[src/rtl/instr_fetch_if.sv]
// Fetch-stage bus: local-store read port plus the decode-facing head entry.
//
// Handshake: the head entry {instr_out, pc_out} is offered while instr_valid=1.
// Decode accepts it in any cycle where instr_valid=1 and stall=0, unless
// branch_taken=1 in that cycle, in which case the head is wrong-path and is
// dropped rather than accepted. While stall=1 the head is held unchanged.
interface instr_fetch_if #(
    parameter int INSTR_W = 32,
    parameter int PC_W    = 8
);
    logic               ls_rd_en;
    logic [PC_W-1:0]    ls_addr;
    logic [INSTR_W-1:0] ls_data;
    logic               stall;
    logic               branch_taken;
    logic [PC_W-1:0]    pc_wb;
    logic [INSTR_W-1:0] instr_out;
    logic [PC_W-1:0]    pc_out;
    logic               instr_valid;

    // Fetch-stage side.
    modport master (
        output ls_rd_en, ls_addr, instr_out, pc_out, instr_valid,
        input  ls_data, stall, branch_taken, pc_wb
    );

    // Environment side: local store, decode and the branch unit.
    modport slave (
        input  ls_rd_en, ls_addr, instr_out, pc_out, instr_valid,
        output ls_data, stall, branch_taken, pc_wb
    );
endinterface

[src/rtl/instr_fetch.sv]
// Instruction fetch stage: holds the fetch PC, issues one-cycle-latency reads
// to the instruction local store, buffers returned words in a 2-entry queue
// and flushes all wrong-path state on a taken branch.
module instr_fetch #(
    parameter int LS_DEPTH = 256,
    parameter int INSTR_W  = 32
) (
    input logic           clk,
    input logic           reset,
    instr_fetch_if.master bus
);
    localparam int PC_W = $clog2(LS_DEPTH);

    typedef struct packed {
        logic [PC_W-1:0]    pc;
        logic [INSTR_W-1:0] instr;
    } entry_t;

    logic [PC_W-1:0] fetch_pc;
    logic            req_v;
    logic [PC_W-1:0] req_pc;
    entry_t          fifo_q [2];
    logic [1:0]      count;

    logic       pop;
    logic       push;
    logic       issue;
    logic [1:0] occ;
    entry_t     push_entry;

    // Occupancy counts buffered words plus the read still in flight, so the
    // issue rule alone guarantees the queue can never overflow.
    assign occ        = count + {1'b0, req_v};
    assign pop        = bus.instr_valid & ~bus.stall & ~bus.branch_taken;
    assign push       = req_v;
    assign issue      = reset & ~bus.branch_taken &
                        ((occ < 2'd2) | ((occ == 2'd2) & pop));
    assign push_entry = {req_pc, bus.ls_data};

    assign bus.ls_rd_en    = issue;
    assign bus.ls_addr     = fetch_pc;
    assign bus.instr_valid = (count != 2'd0);
    assign bus.instr_out   = bus.instr_valid ? fifo_q[0].instr : '0;
    assign bus.pc_out      = bus.instr_valid ? fifo_q[0].pc    : '0;

    // Fetch PC and in-flight request tag; reset beats redirect, redirect beats issue.
    always_ff @(posedge clk) begin
        if (!reset) begin
            fetch_pc <= '0;
            req_v    <= 1'b0;
            req_pc   <= '0;
        end else if (bus.branch_taken) begin
            fetch_pc <= bus.pc_wb;
            req_v    <= 1'b0;
        end else begin
            req_v <= issue;
            if (issue) begin
                req_pc   <= fetch_pc;
                fetch_pc <= fetch_pc + 1'b1;
            end
        end
    end

    // Queue occupancy; a flush empties it regardless of push, pop or stall.
    always_ff @(posedge clk) begin
        if (!reset || bus.branch_taken) begin
            count <= 2'd0;
        end else begin
            count <= count + {1'b0, push} - {1'b0, pop};
        end
    end

    // Queue storage as a 2-deep shift register with the head in slot 0;
    // contents past count are don't-care so the data needs no reset.
    always_ff @(posedge clk) begin
        case ({push, pop})
            2'b10: fifo_q[count[0]] <= push_entry;
            2'b01: fifo_q[0] <= fifo_q[1];
            2'b11: begin
                if (count == 2'd1) begin
                    fifo_q[0] <= push_entry;
                end else begin
                    fifo_q[0] <= fifo_q[1];
                    fifo_q[1] <= push_entry;
                end
            end
            default: ;
        endcase
    end
endmodule

[src/flat_wrapper.sv]
// flat-port wrapper written by rule: the top's interface ports become plain ports
module instr_fetch_flat 
#(
    parameter int LS_DEPTH = 256,
    parameter int INSTR_W  = 32
)
  (clk, reset, bus_ls_rd_en, bus_ls_addr, bus_instr_out, bus_pc_out, bus_instr_valid, bus_ls_data, bus_stall, bus_branch_taken, bus_pc_wb);
  instr_fetch_if #(.INSTR_W(INSTR_W), .PC_W(8)) bus_i ();
  input logic clk;
  input logic reset;
  output wire logic [$bits(bus_i.ls_rd_en)-1:0] bus_ls_rd_en;
  output wire logic [$bits(bus_i.ls_addr)-1:0] bus_ls_addr;
  output wire logic [$bits(bus_i.instr_out)-1:0] bus_instr_out;
  output wire logic [$bits(bus_i.pc_out)-1:0] bus_pc_out;
  output wire logic [$bits(bus_i.instr_valid)-1:0] bus_instr_valid;
  input wire logic [$bits(bus_i.ls_data)-1:0] bus_ls_data;
  input wire logic [$bits(bus_i.stall)-1:0] bus_stall;
  input wire logic [$bits(bus_i.branch_taken)-1:0] bus_branch_taken;
  input wire logic [$bits(bus_i.pc_wb)-1:0] bus_pc_wb;
  assign bus_ls_rd_en = bus_i.ls_rd_en;
  assign bus_ls_addr = bus_i.ls_addr;
  assign bus_instr_out = bus_i.instr_out;
  assign bus_pc_out = bus_i.pc_out;
  assign bus_instr_valid = bus_i.instr_valid;
  assign bus_i.ls_data = bus_ls_data;
  assign bus_i.stall = bus_stall;
  assign bus_i.branch_taken = bus_branch_taken;
  assign bus_i.pc_wb = bus_pc_wb;
  instr_fetch #(.LS_DEPTH(LS_DEPTH), .INSTR_W(INSTR_W)) u_core (.clk(clk), .reset(reset), .bus(bus_i));
endmodule
[config.mk]
export PLATFORM = sky130hd
export DESIGN_NAME = instr_fetch_flat
export DESIGN_NICKNAME = d
export VERILOG_FILES = /design/src/rtl/instr_fetch_if.sv /design/src/rtl/instr_fetch.sv /design/src/flat_wrapper.sv
export SDC_FILE = /design/constraint.sdc
export NUM_CORES = 1
export LEC_CHECK = 0
export BUFFER_PORTS_ARGS = -buffer_cell sky130_fd_sc_hd__buf_2
export CORE_AREA = 4 4 114 116
export CTS_CLUSTER_SIZE = 10
export DETAILED_ROUTE_END_ITERATION = 7
export DIE_AREA = 0 0 118 120
export GPL_TIMING_DRIVEN = 0
export PLACE_DENSITY = 0.57
export SLEW_MARGIN = 25
export SYNTH_ARGS = -nofsm -noshare
export SYNTH_HDL_FRONTEND = slang
export SYNTH_SLANG_ARGS = --single-unit
[constraint.sdc]
create_clock -name clk -period 4.7 [get_ports clk]
set_input_delay 0 -clock clk [delete_from_list [all_inputs] [get_ports clk]]
set_output_delay 0 -clock clk [all_outputs]
set_load 0.1 [all_outputs]
# --- Word-level counts from Yosys, hierarchy flattened ---
# Memories as Yosys holds them, arrays and structs flattened.
# Cells that the tools add are included.
word_totals:
  register_bits: 19
  mem_bits_rw: 80
  in_bits: 44
  out_inout_bits: 50
  word_cells: 51
  mem_count: 1
mem_list:
  columns: ["name", "words", "word_bits", "rd", "rd_clocked_by_memory_dff", "wr", "line_no", "source"]
  rows:
  - ["u_core.fifo_q", 2, 40, 2, 0, 2, "instr_fetch.sv:22", "entry_t fifo_q [2];"]
classes:
  n_addsub: 3
  n_lt_le_gt_ge: 1
  eq_ne: 5
  muxes: 19
  n_bitwise: 11
  reduce_logical: 7
ops:
  columns: ["operator", "n"]
  rows:
  - ["$mux W40", 3]
  - ["$reduce_or A40 Y1", 1]
  - ["$mux W32", 1]
  - ["$mux W8", 3]
  - ["$mux W1", 12]
  - ["$add A8 B1 Y8 const B", 1]
  - ["$eq A2 B2 Y1 const B", 3]
  - ["$and A1 B1 Y1", 5]
  - ["$eq A2 B1 Y1 const B", 2]
  - ["$reduce_bool A2 Y1", 2]
  - ["$not A1 Y1", 3]
  - ["$or A1 B1 Y1", 3]
  - ["$add A2 B1 Y2", 1]
  - ["$lt A2 B2 Y1 const B", 1]
  - ["$reduce_and A2 Y1", 1]
  - ["$reduce_or A2 Y1", 1]
  - ["$sub A2 B1 Y2", 1]
  - ["$logic_not A1 Y1", 1]
  - ["$logic_or A1 B1 Y1", 1]

# --- Depth between registers and ports, before layout ---
depth:
  depth_word: 10
  ltp_mapped: 7
  ltp_nobuf: 5

# --- Worst setup path after synthesis ---
# No wires, ideal clock.
synth_timing:
  kind: "register to register"
  start: "register u_core.count[0]"
  end: "memory u_core.fifo_q[1][0] (netlist name), enable pin"
  setup_time_ns: 0.451
  arrival_time_ns: 2.471
  required_time_ns: 4.249
  setup_slack_ns: 1.779
  stages_incl_launch_ff: 3
  n_path_buf: 0
  synth_period_minus_slack_ns: 2.921
  cell_sequence: "dfxtp_1 -> o21ai_0 -> a21oi_1"
synth_rtl:
  columns: ["element", "line_no", "source"]
  rows:
  - ["from (decl)", "instr_fetch.sv:23", "logic [1:0] count;"]
  - ["from (signal assigned)", "instr_fetch.sv:69", "count <= count + {1'b0, push} - {1'b0, pop};"]
  - ["to (decl)", "instr_fetch.sv:22", null]

# --- Final worst setup path ---
layout_timing:
  start: "register u_core.count[0]"
  end: "output bus_ls_rd_en"
layout_via:
  elab_chain_len: 6
  elab_cells_between_ends: 9
  classes_between: "add/sub: 1; order compare: 1; eq/ne: 1; bitwise: 5; reduce/logical: 1"
layout_rtl:
  columns: ["element", "line_no", "source"]
  rows:
  - ["branches (longest 4 deep; another with $add A2 B1 Y2)", null, null]
  - ["$or A1 B1 Y1 (*)", "instr_fetch.sv:37", "((occ < 2'd2) | ((occ == 2'd2) & pop));"]
  - ["$and A1 B1 Y1 (*)", "instr_fetch.sv:36", "assign issue = reset & ~bus.branch_taken &"]
  - ["to (decl)", "flat_wrapper.sv:11", "output wire logic [$bits(bus_i.ls_rd_en)-1:0] bus_ls_rd_en;"]
# Every way passes the cells marked *.

==> results.toml <==
[critical_path]
timing.rr.start = "u_core.count[0]"
arrival_ns = 2.88
worstSetupPathType = "reg -> out"
startpoint_type = "flip-flop"
r2r_setup_slack_ns = 2.40
ff2ff_path_depth = 6
cp.required_ns = 4.70
end_kind = "output pin"
cp_slowest_cell = "a211oi_1"
r2r-end = "u_core.req_pc[7]"
crit_top_cell = "buf_2"
crit_fanout = 10
path_cells = "ha_1, or3_1, buf_2, a211oi_1, buf_2, buf_2"
cp_slowest_stage_delay_ns = 0.57
worst-path-buf-inv = 3
critPathTopFamily = "buffers and inverters"

[hold_path]
hp-class = "in -> reg"
holdPathStages = 3
min_to = "u_core.count[0]"
hold_start = "bus_branch_taken"

[sta]
setup_tns_ns = 0
layout_min_cycle_time_ns = 2.879
period_share = 0.6125
maxSlewViolCount = 0
fmax_mhz = 347.4
worst_slack_ns = 1.821
hold_viol_final = 0
fin_worst_skew_ns = 0.009547
finalSetupViolCount = 0
tightestPinTransition_ns = 0.7107
slew_headroom = 0.5249
rsz0062_at_grt = "false"

[clocking]
path_clk_slew_ns = 0.06
numCtsBuffers = 9
hold_buffers = 40
cts_resized = 0
htree_num_levels = 3
insertion_delay_ns = 0.34
clockBufferDepth = 2
cts-root-buf = "clkbuf_16"
clkSinkCount = 99
post_cts_buffers = 0
cts_tree = "built"

[pwr]
power_per_cell_area_nw_per_um2 = 366.8
p_leak_nw = 2.177
ir_worst_vdd_v = 0.0001677

[floorplanning]
ios = 94
die_area_sq_um = 14160
initial_core_util = 0.3428
fp.dieH_um = 120
fp-row-count = 40
core_area_sq_um = 11910
die_w_um = 118

[grt]
overflow = 0
grt_use_total = 0.1291
grt_pass1_vias = 2846
grt_pass1_wl_um = 14630
grt_start_max_net_pins = 22
antenna_found_initial = 0

[drt]
drtIter0Drc = 158
routed_wl_um = 8643
route.antenna.remaining_nets = 0
first_pass_iters = 4
viasPerCell = 4.709
wire_per_inst_um = 14.80
num_vias = 2750
drc = 0

[cells_and_area]
nets = 479
final_util = 0.4645
multiInputGateArea_sq_um = 1244
drive_above_1_share = 0.3638
seq_area_sq_um = 2783
diodes = 0
layout_commonest_cell = "buf_2"
area_growth_pct = 35.52
fillers = 1093
layout_common_cells = "buf_2, edfxtp_1, nor2b_1, mux2_2, dlygate4sd3_1"

[logic_synthesis]
syn_nets = 332
yosys-top-cells-area = "edfxtp_1, mux2_2, dfxtp_1, nor2b_1, nand2_1"
synth-main-ff-cell = "edfxtp_1"
synth_top_area_frac = 0.5884
ys_types = 33
yosysWarnings = 0
synthCells = 285
synth-async-reset-ratio = 0
syn_avg_cell_area_sq_um = 14.33
synth_seq_area_share = 0.6816
synthesis.area_sq_um = 4083
synth-seq-cells = 99
synth_largest_area_cell = "edfxtp_1"
synth_edf_count = 80

[job]
max-cap-violations = 0

[placed_design]
pre_cts_slack_ns = 2.134
place_congestion = 0.7987
io_buffers = 93
hpwl_um = 5895

[outcome]
outcome = "complete, no violations"
-- flip-flops by register name, summed over array words and instances (netlist names) --
signal	cells
u_core.req_pc	8
u_core.push	1
u_core.bus.ls_addr	8
u_core.count	2
u_core.fifo_q	80
-- per-layer routing --
metal  share of wire  routed length (um)  GRT usage
met1            0.47                4071     0.1681
met2            0.45                3915     0.2012
met3           0.060                 517    0.03770
met4           0.016                 140    0.05495
met5               0                   0          0
-- through the flow --
| stage | instances | area (sq um) | hold WS [ns] | total power, mW |
|---|---|---|---|---|
| 3_3_place_gp | 525 | 4732 | 0.1923 | 1.294 |
| 6_report | 584 | 5533 | 0.07577 | 2.029 |
| 4_1_cts | 584 | 5533 | 0.05234 | 2.057 |
| 3_5_place_dp | 528 | 4837 | 0.1912 | 1.302 |
| 5_1_grt | 584 | 5533 | 0.09983 | 2.113 |
| 2_1_floorplan | 285 | 4083 | 0.09887 | 1.230 |
-- cells by family after synthesis --
kind of cell,synth area share
AO/OA/AOI/OAI,0.04751
XOR/XNOR,0.01073
multiplexers,0.1180
flip-flops,0.6816
AND/OR/NAND/NOR,0.1137
buffers and inverters,0.01931
adder cells (fa/ha/maj),0.009195
-- cell type report --
cell class / instances / share of cell area
Clock inverter: 1 / 0.001131
Multi-Input combinational cell: 167 / 0.2248
Sequential cell: 99 / 0.5029
Buffer: 14 / 0.01085
Inverter: 5 / 0.003392
Tap cell: 147 / 0.03324
Timing Repair Buffer: 136 / 0.1714
Clock buffer: 15 / 0.05224
-- synthesized netlist by cell type, types with 3 or more instances --
cell and n:
clkbuf_1 8, a211oi_1 5, nor2b_1 41, mux2_2 41, dfxtp_1 19, nor2_1 4, o21ai_0 14, a21oi_1 6
ha_1 3, xnor2_1 3, edfxtp_1 80, buf_2 6, nand3_1 7, inv_1 5, nand2_1 19
-- tightest hold or removal path, stage by stage --
cell      delay (ns)
buf_2           0.09
nand2b_1        0.21
nor2_1          0.06
-- how the worst max path moves through the flow --
stage,depth (start not counted),slack (ns),from,endpoint
2_1_floorplan,2,1.78,u_core.count[0],u_core.fifo_q[1][0]
5_1_grt,6,1.57,u_core.count[0],bus_ls_rd_en
3_3_place_gp,4,0.29,bus_branch_taken,u_core.fifo_q[1][8]
4_1_cts,6,1.77,u_core.count[0],bus_ls_rd_en
6_report,6,1.82,u_core.count[0],bus_ls_rd_en
3_5_place_dp,6,2.13,u_core.count[0],bus_ls_rd_en
-- where the power goes --
group          internal (mW)  total (mW)  switching [mW]  leakage, nW
Clock                  0.421       0.723           0.301        0.146
Combinational         0.0907       0.301           0.210         1.13
Sequential             0.988        1.01          0.0179        0.898
No activity file was read; power rests on OpenSTA's default activity.
